===== config.mk =====
export PLATFORM = sky130hd
export DESIGN_NAME = rf_wb_arbiter
export DESIGN_NICKNAME = d
export VERILOG_FILES = /design/src/rtl/rf_pkg.sv /design/src/rtl/rr_arbiter.sv /design/src/rtl/rf_wb_arbiter.sv
export SDC_FILE = /design/constraint.sdc
export NUM_CORES = 1
export LEC_CHECK = 0
export BUFFER_PORTS_ARGS = -buffer_cell sky130_fd_sc_hd__clkbuf_2
export CAP_MARGIN = 20
export CORE_MARGIN = 2
export CORE_UTILIZATION = 46
export CTS_CLUSTER_SIZE = 20
export DETAILED_ROUTE_END_ITERATION = 6
export GPL_ROUTABILITY_DRIVEN = 0
export GPL_TIMING_DRIVEN = 1
export PLACE_DENSITY = 0.95
export SYNTH_ARGS = -nofsm -noshare
export SYNTH_HDL_FRONTEND = slang
export SYNTH_HIERARCHICAL = 1
export SYNTH_SLANG_ARGS = --single-unit

===== constraint.sdc =====
create_clock -name clk -period 7.85 [get_ports clk]
set_clock_uncertainty 0.05 [all_clocks]
set_input_delay 1.1775 -clock clk [delete_from_list [all_inputs] [get_ports clk]]
set_output_delay 1.1775 -clock clk [all_outputs]
set_load 0.05 [all_outputs]

===== src/rtl/rf_pkg.sv =====
// Shared register-file definitions: geometry constants and the write record
// carried by the writeback output stage.
package rf_pkg;

  localparam int RegAddrW = 5;
  localparam int RegW     = 32;
  localparam int RegNum   = 1 << RegAddrW;

  // Register 0 is hard-wired; writes to it are consumed but never committed.
  localparam logic [RegAddrW-1:0] ZeroReg = '0;

  // One register-file write as seen by the regfile port and the hazard view.
  typedef struct packed {
    logic                we;
    logic [RegAddrW-1:0] addr;
    logic [RegW-1:0]     data;
  } rf_wr_t;

endpackage


===== src/rtl/rr_arbiter.sv =====
// Combinational round-robin arbiter. Searches the request vector starting one
// position after the last winner, wrapping modulo NUM_REQ, and returns the
// first hit as both a one-hot grant and an encoded index.
module rr_arbiter #(
  parameter int NUM_REQ = 3,
  parameter int IW      = $clog2(NUM_REQ)
) (
  input  logic [NUM_REQ-1:0] req,
  input  logic [IW-1:0]      last,
  output logic [NUM_REQ-1:0] grant,
  output logic [IW-1:0]      grant_idx,
  output logic               grant_valid
);

  logic [IW-1:0] cand;

  // Walk the rotated priority order and latch onto the first requester found.
  always_comb begin
    grant       = '0;
    grant_idx   = '0;
    grant_valid = 1'b0;
    cand        = '0;
    for (int k = 1; k <= NUM_REQ; k++) begin
      cand = IW'((int'(last) + k) % NUM_REQ);
      if (!grant_valid && req[cand]) begin
        grant[cand] = 1'b1;
        grant_idx   = cand;
        grant_valid = 1'b1;
      end
    end
  end

endmodule


===== src/rtl/rf_wb_arbiter.sv =====
// Writeback arbiter: shares the single register-file write port between
// NUM_REQ writeback sources. The winner is registered into an output stage
// that drives the regfile one cycle after the handshake and doubles as the
// pending-write view for hazard detection in issue.
module rf_wb_arbiter
  import rf_pkg::*;
#(
  parameter int NUM_REQ = 3,
  parameter int AW      = RegAddrW,
  parameter int DW      = RegW
) (
  input  logic                  clk,
  input  logic                  rst,
  input  logic                  wb_stall,
  input  logic [NUM_REQ-1:0]    req_valid,
  input  logic [NUM_REQ*AW-1:0] req_addr,
  input  logic [NUM_REQ*DW-1:0] req_data,
  output logic [NUM_REQ-1:0]    req_ready,
  output logic                  rf_we,
  output logic [AW-1:0]         rf_waddr,
  output logic [DW-1:0]         rf_wdata,
  output logic                  pend_valid,
  output logic [AW-1:0]         pend_addr
);

  localparam int IW = $clog2(NUM_REQ);

  logic [NUM_REQ-1:0] req_eff;
  logic [NUM_REQ-1:0] grant;
  logic [IW-1:0]      grant_idx;
  logic               grant_valid;
  logic [IW-1:0]      last_q;
  logic [AW-1:0]      sel_addr;
  logic [DW-1:0]      sel_data;
  rf_wr_t             out_q;

  // Stall and reset suppress every grant; only request valids reach the
  // arbiter, so the grant never depends on address or data.
  assign req_eff = (rst || wb_stall) ? '0 : req_valid;

  rr_arbiter #(
    .NUM_REQ (NUM_REQ),
    .IW      (IW)
  ) u_rr (
    .req         (req_eff),
    .last        (last_q),
    .grant       (grant),
    .grant_idx   (grant_idx),
    .grant_valid (grant_valid)
  );

  assign req_ready = grant;
  assign sel_addr  = req_addr[int'(grant_idx)*AW +: AW];
  assign sel_data  = req_data[int'(grant_idx)*DW +: DW];

  // Output stage and round-robin pointer: capture the winner, hold on stall,
  // drop the enable when idle, and clear everything on reset.
  always_ff @(posedge clk) begin
    if (rst) begin
      out_q  <= '0;
      last_q <= IW'(NUM_REQ - 1);
    end else if (!wb_stall) begin
      if (grant_valid) begin
        out_q.we   <= (sel_addr != ZeroReg);
        out_q.addr <= sel_addr;
        out_q.data <= sel_data;
        last_q     <= grant_idx;
      end else begin
        out_q.we <= 1'b0;
      end
    end
  end

  assign rf_we      = out_q.we;
  assign rf_waddr   = out_q.addr;
  assign rf_wdata   = out_q.data;
  assign pend_valid = out_q.we;
  assign pend_addr  = out_q.addr;

endmodule

Yosys cells after proc, flatten, opt, wreduce, memory -nomap -nowiden

Index checks and enable logic that the tools add are counted.

Register bits: 40
Input port bits: 117
Output and inout bits: 47
Word-level logic and storage cells: 55

Add/sub/neg operators: 3
$mul: 1
Div/mod/pow operators: 3
Order comparisons: 6
Shifts and indexed selects: 2
Multiplexer cells: 23
Bitwise operators: 3
Reductions and logical operators: 10

Operators by type and width:

| kind                  | count |
|---|---|
| $mod 32x3->32 const B | 3 |
| $shiftx 96x8->32      | 1 |
| $shiftx 15x6->5       | 1 |
| $mux 3                | 4 |
| $mux 1                | 10 |
| $lt 2x3->1 const B    | 3 |
| $add 2x2->3 const B   | 2 |
| $bmux 1 s2            | 3 |
| $demux 1 s2           | 3 |
| $ge 2x1->1 const B    | 3 |
| $mux 2                | 3 |
| $or 3x3->3            | 2 |
| $logic_and 1x1->1     | 5 |
| $mul 2x3->5 const B   | 1 |
| $reduce_bool 5->1     | 1 |
| $add 2x1->3 const B   | 1 |
| $logic_not 1->1       | 2 |
| $reduce_and 2->1      | 1 |
| $logic_or 1x1->1      | 1 |
| $not 1->1             | 1 |

Depth between registers and ports, before layout

Gate-level depths: netlist of the first run.

Depth after elaboration: 15
Depth in mapped cells: 13
Gate-level depth less buffers: 10

Hierarchy

Netlist of the first run, hierarchy kept.

By module, submodules not included:

| module        | times used | cells each | area an instance (um^2) | sequential area each (um^2) |
|---|---|---|---|---|
| rf_wb_arbiter | 1          | 269        | 2212.1                  | 800.8 |
| rr_arbiter    | 1          | 41         | 297.8                   | 0.0 |

Worst setup path before layout of the first run

Ideal clock, no wire load.

Path kind: in2out
From: input rst
To: output req_ready[1]
Data arrival time: 2.823 ns
Data required time: 6.622 ns
Setup slack: 3.800 ns
Stages on the path: 6
Path buffers: 1
Cell sequence: clkbuf_1 nor2_1 and2_1 mux2i_1 o32a_1 o22ai_1

Word-level cells in the longest chain between the ends: 11
Elaborated cells between the ends (all ways): 19
Classes of those cells: mux: 12; bitwise: 2; reduce/logical: 5

RTL lines:

| item                         | line                | text |
|---|---|---|
| start: declaration           | rf_wb_arbiter.sv:13 | `input logic rst,` |
| $logic_or 1x1->1 (*)         | rf_wb_arbiter.sv:39 | `assign req_eff = (rst \|\| wb_stall) ? '0 : req_valid;` |
| $mux 3 (*)                   | rf_wb_arbiter.sv:39 |  |
| net req_eff[1]               | rf_wb_arbiter.sv:28 | `logic [NUM_REQ-1:0] req_eff;` |
| $bmux 1 s2                   | rr_arbiter.sv:25    | `if (!grant_valid && req[cand]) begin` |
| $mux 1 (not written as such) | rr_arbiter.sv:25    |  |
| $mux 1                       | rr_arbiter.sv:25    |  |
| $logic_not 1->1              | rr_arbiter.sv:25    |  |
| $logic_and 1x1->1            | rr_arbiter.sv:25    |  |
| $mux 1                       | rr_arbiter.sv:25    |  |
| $logic_not 1->1              | rr_arbiter.sv:25    |  |
| $logic_and 1x1->1            | rr_arbiter.sv:25    |  |
| $mux 3 (*)                   | rr_arbiter.sv:25    |  |
| end: declaration             | rf_wb_arbiter.sv:18 | `output logic [NUM_REQ-1:0] req_ready,` |

Mark *: on every way through the listed nets, which the timed path passes. The rest lies on a longest branch. The select of a mux whose other input is x is not followed.

Final worst setup path of the first run

From: input rst
To: register out_q (netlist bit pend_valid)

Word-level cells in the longest chain between the ends: 15
Elaborated cells between the ends (all ways): 22
Classes of those cells: mul: 1; shift: 1; mux: 14; reduce/logical: 6

RTL lines:

| item                         | line                | text |
|---|---|---|
| $logic_or 1x1->1 (*)         | rf_wb_arbiter.sv:39 |  |
| $mux 3 (*)                   | rf_wb_arbiter.sv:39 |  |
| net req_eff[1]               | rf_wb_arbiter.sv:28 |  |
| $bmux 1 s2                   | rr_arbiter.sv:25    |  |
| $mux 1 (not written as such) | rr_arbiter.sv:25    |  |
| $mux 1                       | rr_arbiter.sv:25    |  |
| $logic_not 1->1              | rr_arbiter.sv:25    |  |
| $logic_and 1x1->1            | rr_arbiter.sv:25    |  |
| $mux 1                       | rr_arbiter.sv:25    |  |
| $logic_not 1->1              | rr_arbiter.sv:25    |  |
| $logic_and 1x1->1            | rr_arbiter.sv:25    |  |
| $mux 2 (*)                   | rr_arbiter.sv:25    |  |
| net grant_idx[0]             | rf_wb_arbiter.sv:30 | `logic [IW-1:0] grant_idx;` |
| $mul 2x3->5 (*)              | rf_wb_arbiter.sv:53 | `assign sel_addr = req_addr[int'(grant_idx)*AW +: AW];` |
| $shiftx 15x6->5 (*)          | rf_wb_arbiter.sv:53 |  |
| $reduce_bool 5->1 (*)        | rf_wb_arbiter.sv:64 | `out_q.we <= (sel_addr != ZeroReg);` |
| $mux 1 (*)                   | rf_wb_arbiter.sv:63 | `if (grant_valid) begin` |
| end: declaration             | rf_wb_arbiter.sv:35 | `rf_wr_t out_q;` |

Marked as above.
A chain may end at the register's enable or synchronous reset.

==> impl_results.rst, run 1 <==
.. list-table::
   :header-rows: 1

   * - Metric
     - Value
   * - Category of the worst setup path launch point
     - primary input
   * - Global-route wire length before repair
     - 11,010 microns
   * - Worst-Margin Slew
     - 836.4 ps
   * - Clk sink count
     - 40
   * - Antenna Diode Count
     - 0
   * - X dimension of the die
     - 77.87 microns
   * - Count of yosys warnings during synthesis
     - 6
   * - Layout cells sized above 1
     - 0.4027
   * - Register clock-pin slew on the reported worst setup and hold paths
     - 70 ps
   * - Average cell area after synthesis
     - 8.096 sq um
   * - Post-synthesis sequential area ratio
     - 0.3190
   * - Global routing's busiest layer
     - met2
   * - Syn Inst Count
     - 310
   * - Final worst path period share
     - 0.5952
   * - Total number of H-tree levels
     - 2
   * - Cell area after synthesis
     - 2510 sq um
   * - Fin. Hold Viols
     - 0
   * - I/O Buffers
     - 163
   * - Post-cts sizing count
     - 0
   * - CTS tree
     - yes
   * - Number of primary I/O pins
     - 164
   * - Post-synthesis adder-cell area fraction
     - 0.01994
   * - Share of the synthesized area in compound gates (AO/OA/AOI/OAI)
     - 0.2418
   * - Cell-by-cell trace of the critical path
     - clkbuf_2 > nor2_1 > and2_1 > mux2i_1 > o21ai_2 > o22ai_4 > buf_4 > nor2b_4 > o2bb2ai_1 > a2111oi_0 > a311oi_1
   * - Num CTS Buffers
     - 5
   * - Synth-to-Final Area Change
     - 35.34%
   * - Detailed router's first-iteration violation count
     - 77
   * - Biggest fanout along the worst timing path
     - 41
   * - Die area
     - 6063 sq um
   * - Proportion of synthesized area in mux cells
     - 0.1755
   * - Placeable Area
     - 5172 sq um
   * - Most frequent cells in the layout
     - clkbuf_2 (163), nor2_1 (77), mux2i_1 (44), dfxtp_1 (40), a21oi_1 (37)
   * - Total overflow reported by the global router
     - 0
   * - Met1 layer usage reported by global route
     - 0.2382
   * - Setup Buffers After CTS
     - 0
   * - Type of the most critical hold path
     - reg -> reg
   * - Top achievable clock speed
     - 214.0 MHz
   * - Detailed-routing iteration count for the pre-antenna-repair pass
     - 4
   * - Required arrival time at the worst endpoint
     - 7970 ps
   * - Max transition margin
     - 0.4412
   * - Final worst hold slack
     - 451.3 ps
   * - Multi-input combinational cell area
     - 1521 sq um
   * - Quantity of hold-fixing buffers added after cts
     - 0
   * - Largest delay share family, worst path
     - simple AND/OR/NAND/NOR gates
   * - Deepest clock path buffer count
     - 2
   * - Number of buffer and inverter stages on the critical path
     - 2
   * - Number of fill cells in the layout
     - 471
   * - Routing usage on met2
     - 0.4353
   * - Post-synthesis xor/xnor area fraction
     - 0
   * - Final max-slew violation count
     - 0
   * - Dominant combinational cell family by area after synthesis
     - compound AO/OA/AOI/OAI gates
   * - Syn nets
     - 431
   * - Detailed-route vias per instance
     - 5.148
   * - Die Y
     - 77.87 microns
   * - Sum of negative setup slack
     - 0 ps
   * - Synth unique cells
     - 32
   * - Number of violations of the max-capacitance limit
     - 0
   * - Endpoint class of the critical path
     - register
   * - Register cell area after layout
     - 800.8 sq um
   * - Maximum number of pins on one net before global-route repair
     - 77
   * - All-Layer GR Usage
     - 0.2226
   * - Final HPWL DP
     - 5315 microns
   * - Avg WL per Cell
     - 13.26 microns
   * - Arrival time reported for the critical path endpoint
     - 4800 ps
   * - Final critical path time including I/O delays and setup
     - 4672 ps
   * - Nets
     - 572
   * - Cell area power density
     - 224.8 nW/um^2
   * - Total number of vias
     - 2,687
   * - Unrepaired setup endpoints after global routing
     - no
   * - Num rows
     - 26
   * - Leading cell type in the layout, fill and taps excluded
     - clkbuf_2
   * - Worst-skew pair later-pin latency
     - 270 ps
   * - Number of global-route vias before repair
     - 2,518
   * - Total setup violations reported at the end of the flow
     - 0
   * - Max IR drop VDD
     - 0.1206 mV
   * - Remaining DRCs
     - 0
   * - Global-route track usage on met3
     - 0.04070
   * - Number of antenna-violating nets in the routed design
     - 0
   * - Type of the worst setup path
     - in -> reg
   * - Peak per-stage delay on the critical path
     - 710 ps
   * - Status
     - finished, final reports clean
   * - Simple-gate share of the synthesized area
     - 0.1520
   * - Overall routed net length
     - 6920 microns
   * - Starting density of the core
     - 0.4852
   * - Static Leak
     - 1.581 nW
   * - Cell type of the slowest stage on the worst timing path
     - nor2b_4
   * - Clock Tree Root
     - clkbuf_8
   * - Antenna violations before repair
     - 0
   * - Number of storage elements in the synthesis netlist
     - 40
[stage by stage]
| step | worst slack, ps | instances | total power [mW] | util | instance area (sq um) |
|---|---|---|---|---|---|
| 5_1_grt | 2882 | 522 | 0.8102 | 0.6567 | 3397 |
| 3_3_place_gp | 3145 | 514 | 0.5833 | 0.6323 | 3271 |
| 6_report | 3178 | 522 | 0.7637 | 0.6567 | 3397 |
| 3_5_place_dp | 2892 | 514 | 0.5918 | 0.6323 | 3271 |
| 4_1_cts | 3186 | 522 | 0.7709 | 0.6567 | 3397 |
| 2_1_floorplan | 3800 | 310 | 0.5154 | - | 2510 |
[worst register-to-register path, cell delays in order (launching register included)]
cell and delay, ps:
dfxtp_1 380, inv_1 90, ha_1 500, mux2i_1 160, o21ai_2 410, o22ai_4 310, buf_4 360, nor2b_4 720
o2bb2ai_1 210, a2111oi_0 80, a311oi_1 310
[sequential cells by signal (all words and copies together) (netlist names)]
name        flops
pend_addr       5
last_q          2
rf_wdata       32
pend_valid      1
[synthesized netlist by cell type (all sizes together)]
cell type,count,area share
a21oi,37,0.074
nor2b,4,0.010
nor2,77,0.12
o22ai,3,0.010
a2111oi,1,0.0035
buf,24,0.071
a211o,2,0.0070
inv,6,0.0090
a311oi,1,0.0035
a211oi,36,0.11
clkbuf,8,0.012
nand2,4,0.0060
o2111ai,1,0.0035
o31ai,2,0.0080
ha,4,0.020
dfxtp,40,0.32
mux2i,44,0.18
o32a,1,0.0040
and2,4,0.010
nand3b,2,0.0060
o21ai,4,0.0095
a21boi,1,0.0045
o2bb2ai,2,0.0070
nand2b,2,0.0050
[worst paths after layout]
kind | slack [ps] | end | start | cells after the start
min | 450 | rf_wdata[14]$_SDFFE_PP0P_ | rf_wdata[14]$_SDFFE_PP0P_ | 2
max | 3180 | pend_valid$_SDFFE_PP0N_ | rst | 11
max reg2reg | 4180 | pend_valid$_SDFFE_PP0N_ | last_q[0]$_SDFFE_PP0P_ | 10
min reg2reg | 450 | rf_wdata[14]$_SDFFE_PP0P_ | rf_wdata[14]$_SDFFE_PP0P_ | 2
[cell families (layout without fill, tap and decap cells)]
family / count (synthesis) / after routing
fa+ha+maj: 4 / 4
mux: 44 / 44
simple gates: 93 / 93
buf+inv: 38 / 180
flops: 40 / 40
compound gates: 91 / 91
[metal layers]
layer / vias up / part of all wire
li1: 1374 / -
met1: 1187 / 0.40
met2: 118 / 0.53
met3: 8 / 0.060
met4: 0 / 0.012
met5: - / 0
[final cells by class]
cell class              instances  area share
multi-input cells             232      0.4479
repair buffers                166      0.2468
flip-flops and latches         40      0.2357
clock buffers                   7     0.02836
well taps                      70     0.02578
clock inverters                 1    0.008840
inverters                       6    0.006630
[report_power, final]
| group | total [mW] | switching [mW] | internal [mW] |
|---|---|---|---|
| combinational | 0.336 | 0.231 | 0.105 |
| clock | 0.177 | 0.0651 | 0.112 |
| sequential | 0.250 | 0.0175 | 0.233 |
Note: power is estimated with default switching activity, not from simulation.
==> inputs of run 2 (changes only) <==
- CORE_UTILIZATION: 46 -> 38
- PLACE_DENSITY: 0.95 -> 0.88
- clock period: 7.85 -> 3.8 ns (I/O delays scaled with it)
==> run 2 against run 1 <==
  * Power increased by 110%
  * Critical path depth decreased by 1
  * Utilization down 12 points
  * Critical endpoint is now rf_wdata[7]$_SDFFE_PP0P_
  * Largest cell class unchanged
  * Largest power group unchanged
==> impl_results.rst, run 2 (synthesized netlist as in run 1, its figures left out) <==
.. list-table::
   :header-rows: 1

   * - Metric
     - Value
   * - Setup Buffers After CTS
     - 0 (unchanged)
   * - Detailed-route vias per instance
     - 5.216 (was 5.148)
   * - Required arrival time at the worst endpoint
     - 3950 ps (was 7970 ps)
   * - Multi-input combinational cell area
     - 1521 sq um (unchanged)
   * - Quantity of hold-fixing buffers added after cts
     - 0 (unchanged)
   * - Number of global-route vias before repair
     - 2,651 (was 2,518)
   * - Type of the most critical hold path
     - reg -> reg (unchanged)
   * - Placeable Area
     - 6386 sq um (was 5172 sq um)
   * - Register cell area after layout
     - 800.8 sq um (unchanged)
   * - Global-route wire length before repair
     - 11,590 microns (was 11,010 microns)
   * - Overall routed net length
     - 7424 microns (was 6920 microns)
   * - Leading cell type in the layout, fill and taps excluded
     - clkbuf_2 (unchanged)
   * - Worst-Margin Slew
     - 640.4 ps (was 836.4 ps)
   * - Final standard cell count with taps included and fillers excluded
     - 533 (was 522)
   * - Overall power
     - 1.604 mW (was 0.7637 mW)
   * - Setup slack of the worst register-to-register path
     - 600 ps (was 4180 ps)
   * - Most frequent cells in the layout
     - clkbuf_2 (163), nor2_1 (77), mux2i_1 (44), dfxtp_1 (40), a21oi_1 (37) (unchanged)
   * - Total number of vias
     - 2,780 (was 2,687)
   * - Cells on worst reg2reg path
     - 10 (unchanged)
   * - Total number of H-tree levels
     - 2 (unchanged)
   * - Final worst hold slack
     - 452.8 ps (was 451.3 ps)
   * - Clock Tree Root
     - clkbuf_8 (unchanged)
   * - Num CTS Buffers
     - 5 (unchanged)
   * - Detailed router's first-iteration violation count
     - 78 (was 77)
   * - Status
     - finished, final reports clean (unchanged)
   * - Uppermost layer routed
     - met4 (unchanged)
   * - Number of fill cells in the layout
     - 599 (was 471)
   * - Antenna violations before repair
     - 0 (unchanged)
   * - Total setup violations reported at the end of the flow
     - 0 (unchanged)
   * - Type of the worst setup path
     - reg -> reg (was in -> reg)
   * - Maximum number of pins on one net before global-route repair
     - 41 (was 77)
   * - Utilization after layout
     - 0.5380 (was 0.6567)
   * - Clk sink count
     - 40 (unchanged)
   * - I/O Buffers
     - 163 (unchanged)
   * - Final worst path period share
     - 0.8433
   * - DR WL met2
     - 3807 microns (was 3637 microns)
   * - Top achievable clock speed
     - 312.1 MHz
   * - Cell area power density
     - 466.9 nW/um^2 (was 224.8 nW/um^2)
   * - Biggest fanout along the worst timing path
     - 26 (was 41)
   * - Final HPWL DP
     - 5559 microns (was 5315 microns)
   * - Total overflow reported by the global router
     - 0 (unchanged)
   * - Sum of negative setup slack
     - 0 ps (unchanged)
   * - Met3 wire length
     - 627 microns (was 417 microns)
   * - Cell depth of the worst hold path
     - 2 (unchanged)
   * - Arrival time reported for the critical path endpoint
     - 3350 ps (was 4800 ps)
   * - Synth-to-Final Area Change
     - 36.89% (was 35.34%)
   * - Category of the worst setup path launch point
     - register (was primary input)
   * - Number of antenna-violating nets in the routed design
     - 0 (unchanged)
   * - X dimension of the die
     - 85.27 microns (was 77.87 microns)
   * - Fin. Hold Viols
     - 0 (unchanged)
   * - Final critical path time including I/O delays and setup
     - 3205 ps
   * - Remaining DRCs
     - 0 (unchanged)
   * - Max transition margin
     - 0.5722 (was 0.4412)
   * - Met1 wire length
     - 2936 microns (was 2778 microns)
   * - Max IR drop VDD
     - 0.2421 mV (was 0.1206 mV)
   * - Nets
     - 576 (was 572)
   * - Num rows
     - 29 (was 26)
   * - Antenna Diode Count
     - 0 (unchanged)
   * - Starting density of the core
     - 0.3930 (was 0.4852)
   * - Die area
     - 7271 sq um (was 6063 sq um)
   * - Detailed-routing iteration count for the pre-antenna-repair pass
     - 4 (unchanged)
   * - Die Y
     - 85.27 microns (was 77.87 microns)
   * - Post-cts sizing count
     - 0 (unchanged)
   * - Final Cell Area
     - 3436 sq um (was 3397 sq um)
   * - Register clock-pin slew on the reported worst setup and hold paths
     - 80 ps (was 70 ps)
   * - Flip-flop count of the largest register after layout
     - 32 (unchanged)
   * - Total instance count after detailed placement
     - 525 (was 514)
   * - Layout cells sized above 1
     - 0.4079 (was 0.4027)
   * - Final max-slew violation count
     - 0 (unchanged)
   * - Endpoint class of the critical path
     - register (unchanged)
   * - Deepest clock path buffer count
     - 2 (unchanged)
   * - Number of violations of the max-capacitance limit
     - 0 (unchanged)
   * - Pre-CTS WS
     - 477.5 ps (was 2892 ps)
   * - Worst-skew pair later-pin latency
     - 290 ps (was 270 ps)
   * - All-Layer GR Usage
     - 0.1964 (was 0.2226)
   * - Avg WL per Cell
     - 13.93 microns (was 13.26 microns)
   * - Number of primary I/O pins
     - 164 (unchanged)
   * - CTS tree
     - yes (unchanged)
   * - Static Leak
     - 1.602 nW (was 1.581 nW)
   * - Unrepaired setup endpoints after global routing
     - no (unchanged)
   * - Placement Cell Area
     - 3309 sq um (was 3271 sq um)
   * - Final setup slack of the worst path
     - 595.4 ps (was 3178 ps)
[run 2: cell type report]
type / instances / share of cell area
Multi-Input combinational cell: 232 / 0.4428
Sequential cell: 40 / 0.2331
Clock inverter: 1 / 0.008740
Tap cell: 77 / 0.02804
Inverter: 6 / 0.006555
Timing Repair Buffer: 170 / 0.2527
Clock buffer: 7 / 0.02804
[run 2: final timing paths]
| path | startpoint | endpoint |
|---|---|---|
| hold reg to reg | rf_wdata[31]$_SDFFE_PP0P_ | rf_wdata[31]$_SDFFE_PP0P_ |
| setup / recovery | last_q[0]$_SDFFE_PP0P_ | rf_wdata[7]$_SDFFE_PP0P_ |
| setup reg to reg | last_q[0]$_SDFFE_PP0P_ | rf_wdata[7]$_SDFFE_PP0P_ |
| hold / removal | rf_wdata[31]$_SDFFE_PP0P_ | rf_wdata[31]$_SDFFE_PP0P_ |
[run 2: report_power, final]
part / leakage (nW) / switching, mW / internal, mW
Sequential: 0.329 / 0.0347 / 0.480
Clock: 0.0645 / 0.152 / 0.232
Combinational: 1.21 / 0.485 / 0.221
Total: 1.60 / 0.672 / 0.933
[run 2: layer usage]
| layer | vias up | global-route usage |
|---|---|---|
| met4 | 0 | 0.05628 |
| met1 | 1240 | 0.2127 |
| met2 | 146 | 0.3700 |
| met5 | - | 0 |
| met3 | 6 | 0.05350 |
| li1 | 1388 | - |
[run 2: critical path: stages (launching register included)]
cell      delay [ps]
dfxtp_1          390
inv_1             80
ha_1             520
mux2i_1          160
o21ai_2          410
nand2_1          170
o31ai_4           90
nor2b_4          590
buf_4            320
a21oi_1           90
a211oi_1         240
==> inputs of run 3 (changes only) <==
- clock period: 3.8 -> 2.6 ns (I/O delays scaled with it)
==> run 3 against run 2 <==
  * Power rose by 51%
  * First-iteration DRC count rose by 37%
  * Register-to-register slack got worse by 450 ps
  * Combinational power rose by 56%
  * Worst hold slack got worse by 97 ps
  * Cell area rose by 5.1%
  * Via count rose by 1.8%
  * Sequential share of layout area fell by 1.1 points
  * Non-clock buffer count rose by 10
  * Worst setup slack got worse by 510 ps
  * Critical path type is now reg -> out
  * Largest cell class unchanged
==> impl_results.rst, run 3 (synthesized netlist as in run 1, its figures left out) <==
.. list-table::
   :header-rows: 1

   * - Metric
     - Value
   * - Required arrival time at the worst endpoint
     - 2160 ps (was 3950 ps)
   * - Final worst path period share
     - 0.9662
   * - X dimension of the die
     - 85.27 microns (unchanged)
   * - Static Leak
     - 1.673 nW (was 1.602 nW)
   * - Endpoint class of the critical path
     - output pin (was register)
   * - Arrival time reported for the critical path endpoint
     - 2070 ps (was 3350 ps)
   * - Met1 layer usage reported by global route
     - 0.2174 (was 0.2127)
   * - Max IR drop VDD
     - 0.3195 mV (was 0.2421 mV)
   * - Clock Tree Root
     - clkbuf_8 (unchanged)
   * - Detailed router's first-iteration violation count
     - 107 (was 78)
   * - Register clock-pin slew on the reported worst setup and hold paths
     - 80 ps (about the same)
   * - Number of antenna-violating nets in the routed design
     - 0 (unchanged)
   * - Final HPWL DP
     - 5971 microns (was 5559 microns)
   * - Top achievable clock speed
     - 398.1 MHz
   * - Synth-to-Final Area Change
     - 43.87% (was 36.89%)
   * - Routing usage on met2
     - 0.3793 (was 0.3700)
   * - Sum of negative setup slack
     - 0 ps (unchanged)
   * - Num CTS Buffers
     - 5 (unchanged)
   * - Clk sink count
     - 40 (unchanged)
   * - Type of the most critical hold path
     - in -> reg (was reg -> reg)
   * - Maximum number of pins on one net before global-route repair
     - 41 (unchanged)
   * - Detailed-routing iteration count for the pre-antenna-repair pass
     - 4 (unchanged)
   * - Category of the worst setup path launch point
     - register (unchanged)
   * - Cell area power density
     - 670.2 nW/um^2 (was 466.9 nW/um^2)
   * - Starting density of the core
     - 0.3930 (unchanged)
   * - Global routing's busiest layer
     - met2 (unchanged)
   * - Status
     - finished, final reports clean (unchanged)
   * - Most frequent cells in the layout
     - clkbuf_2 (161), nor2_1 (77), mux2i_1 (42), dfxtp_1 (40), a21oi_1 (37) (was clkbuf_2 (163), nor2_1 (77), mux2i_1 (44), dfxtp_1 (40), a21oi_1 (37))
   * - Total setup violations reported at the end of the flow
     - 0 (unchanged)
   * - Deepest clock path buffer count
     - 2 (unchanged)
   * - I/O Buffers
     - 163 (unchanged)
   * - Placement Cell Area
     - 3427 sq um (was 3309 sq um)
   * - Fin. Hold Viols
     - 0 (unchanged)
   * - Nets
     - 586 (was 576)
   * - Leading cell type in the layout, fill and taps excluded
     - clkbuf_2 (unchanged)
   * - Global-route track usage on met3
     - 0.04183 (was 0.05350)
   * - Overall routed net length
     - 7712 microns (was 7424 microns)
   * - Detailed-route vias per instance
     - 5.214 (was 5.216)
   * - Total overflow reported by the global router
     - 0 (unchanged)
   * - Layout cells sized above 1
     - 0.4335 (was 0.4079)
   * - Total number of H-tree levels
     - 2 (unchanged)
   * - Worst-Margin Slew
     - 401.6 ps (was 640.4 ps)
   * - Remaining DRCs
     - 0 (unchanged)
   * - Antenna Diode Count
     - 0 (unchanged)
   * - Number of violations of the max-capacitance limit
     - 0 (unchanged)
   * - All-Layer GR Usage
     - 0.2026 (was 0.1964)
   * - Max transition margin
     - 0.7254 (was 0.5722)
   * - CTS tree
     - yes (unchanged)
   * - Flip-flop count of the largest register after layout
     - 32 (unchanged)
   * - Final Cell Area
     - 3611 sq um (was 3436 sq um)
   * - Pre-CTS WS
     - -101.8 ps (was 477.5 ps)
   * - Total number of vias
     - 2,831 (was 2,780)
   * - Final critical path time including I/O delays and setup
     - 2512 ps
   * - Num rows
     - 29 (unchanged)
   * - Biggest fanout along the worst timing path
     - 7 (was 26)
   * - Die Y
     - 85.27 microns (unchanged)
   * - Number of global-route vias before repair
     - 2,731 (was 2,651)
   * - Final setup slack of the worst path
     - 87.83 ps (was 595.4 ps)
   * - Die area
     - 7271 sq um (unchanged)
   * - Global-route wire length before repair
     - 11,990 microns (was 11,590 microns)
   * - Number of primary I/O pins
     - 164 (unchanged)
   * - Antenna violations before repair
     - 0 (unchanged)
   * - Unrepaired setup endpoints after global routing
     - yes (was no)
   * - Quantity of hold-fixing buffers added after cts
     - 0 (unchanged)
   * - Worst-skew pair later-pin latency
     - 290 ps (about the same)
   * - Number of fill cells in the layout
     - 572 (was 599)
   * - Final max-slew violation count
     - 0 (unchanged)
   * - Placeable Area
     - 6386 sq um (unchanged)
   * - Type of the worst setup path
     - reg -> out (was reg -> reg)
   * - Avg WL per Cell
     - 14.20 microns (was 13.93 microns)
==> run 3: path summary, 6_finish.rpt <==
kind | startpoint | end | slack [ps] | cells past startpoint
worst max-delay path | last_q[0]$_SDFFE_PP0P_ | req_ready[1] | 90 | 8
worst min-delay path | req_data[70] | rf_wdata[6]$_SDFFE_PP0P_ | 360 | 3
worst max register to register | last_q[0]$_SDFFE_PP0P_ | rf_wdata[28]$_SDFFE_PP0P_ | 150 | 11
worst min register to register | rf_wdata[10]$_SDFFE_PP0P_ | rf_wdata[10]$_SDFFE_PP0P_ | 450 | 2
==> run 3: where the power goes <==
group / leakage, nW / switching [mW] / internal [mW]
Combinational: 1.28 / 0.725 / 0.372
Sequential: 0.329 / 0.0523 / 0.702
Clock: 0.0645 / 0.230 / 0.339
Total: 1.67 / 1.01 / 1.41
==> run 3: timing repair <==
| item | CTS | global route |
|---|---|---|
| endpoints found under the hold margin | 0 | 0 |
| setup endpoints to repair | 7 | 39 |
| resized for setup | 3 | 11 |
| pin swaps | 0 | 1 |
| buffers inserted | 0 | 1 |
==> run 3: critical path: stages (launching register included) <==
cell and delay (ps):
dfxtp_1 340, inv_1 90, ha_4 290, nand3b_1 100, o2111ai_1 120, o32a_1 240, buf_4 160, o22ai_1 140
clkbuf_2 310
==> run 3: metrics by stage <==
step	util	power [mW]	hold slack [ps]	cells
after global routing	0.5654	2.547	354.9	543
after global placement	0.5366	1.812	436.4	534
after CTS	0.5586	2.419	343.5	542
after detailed placement	0.5366	1.841	440.1	534
after floorplan	-	1.556	468.7	310
final	0.5654	2.420	355.6	543
==> run 3: layer usage <==
metal | part of all wire | vias up
li1 | - | 1403
met1 | 0.39 | 1278
met2 | 0.52 | 134
met3 | 0.066 | 16
met4 | 0.022 | 0
met5 | 0 | -
==> run 3: final cells by class <==
class,count,area (sq um),share of cell area
clock inverters,1,30.03,0.008316
multi-input cells,232,1563,0.4328
well taps,77,96.34,0.02668
flip-flops and latches,40,800.8,0.2218
clock buffers,7,96.34,0.02668
inverters,6,22.52,0.006237
repair buffers,180,1002,0.2775
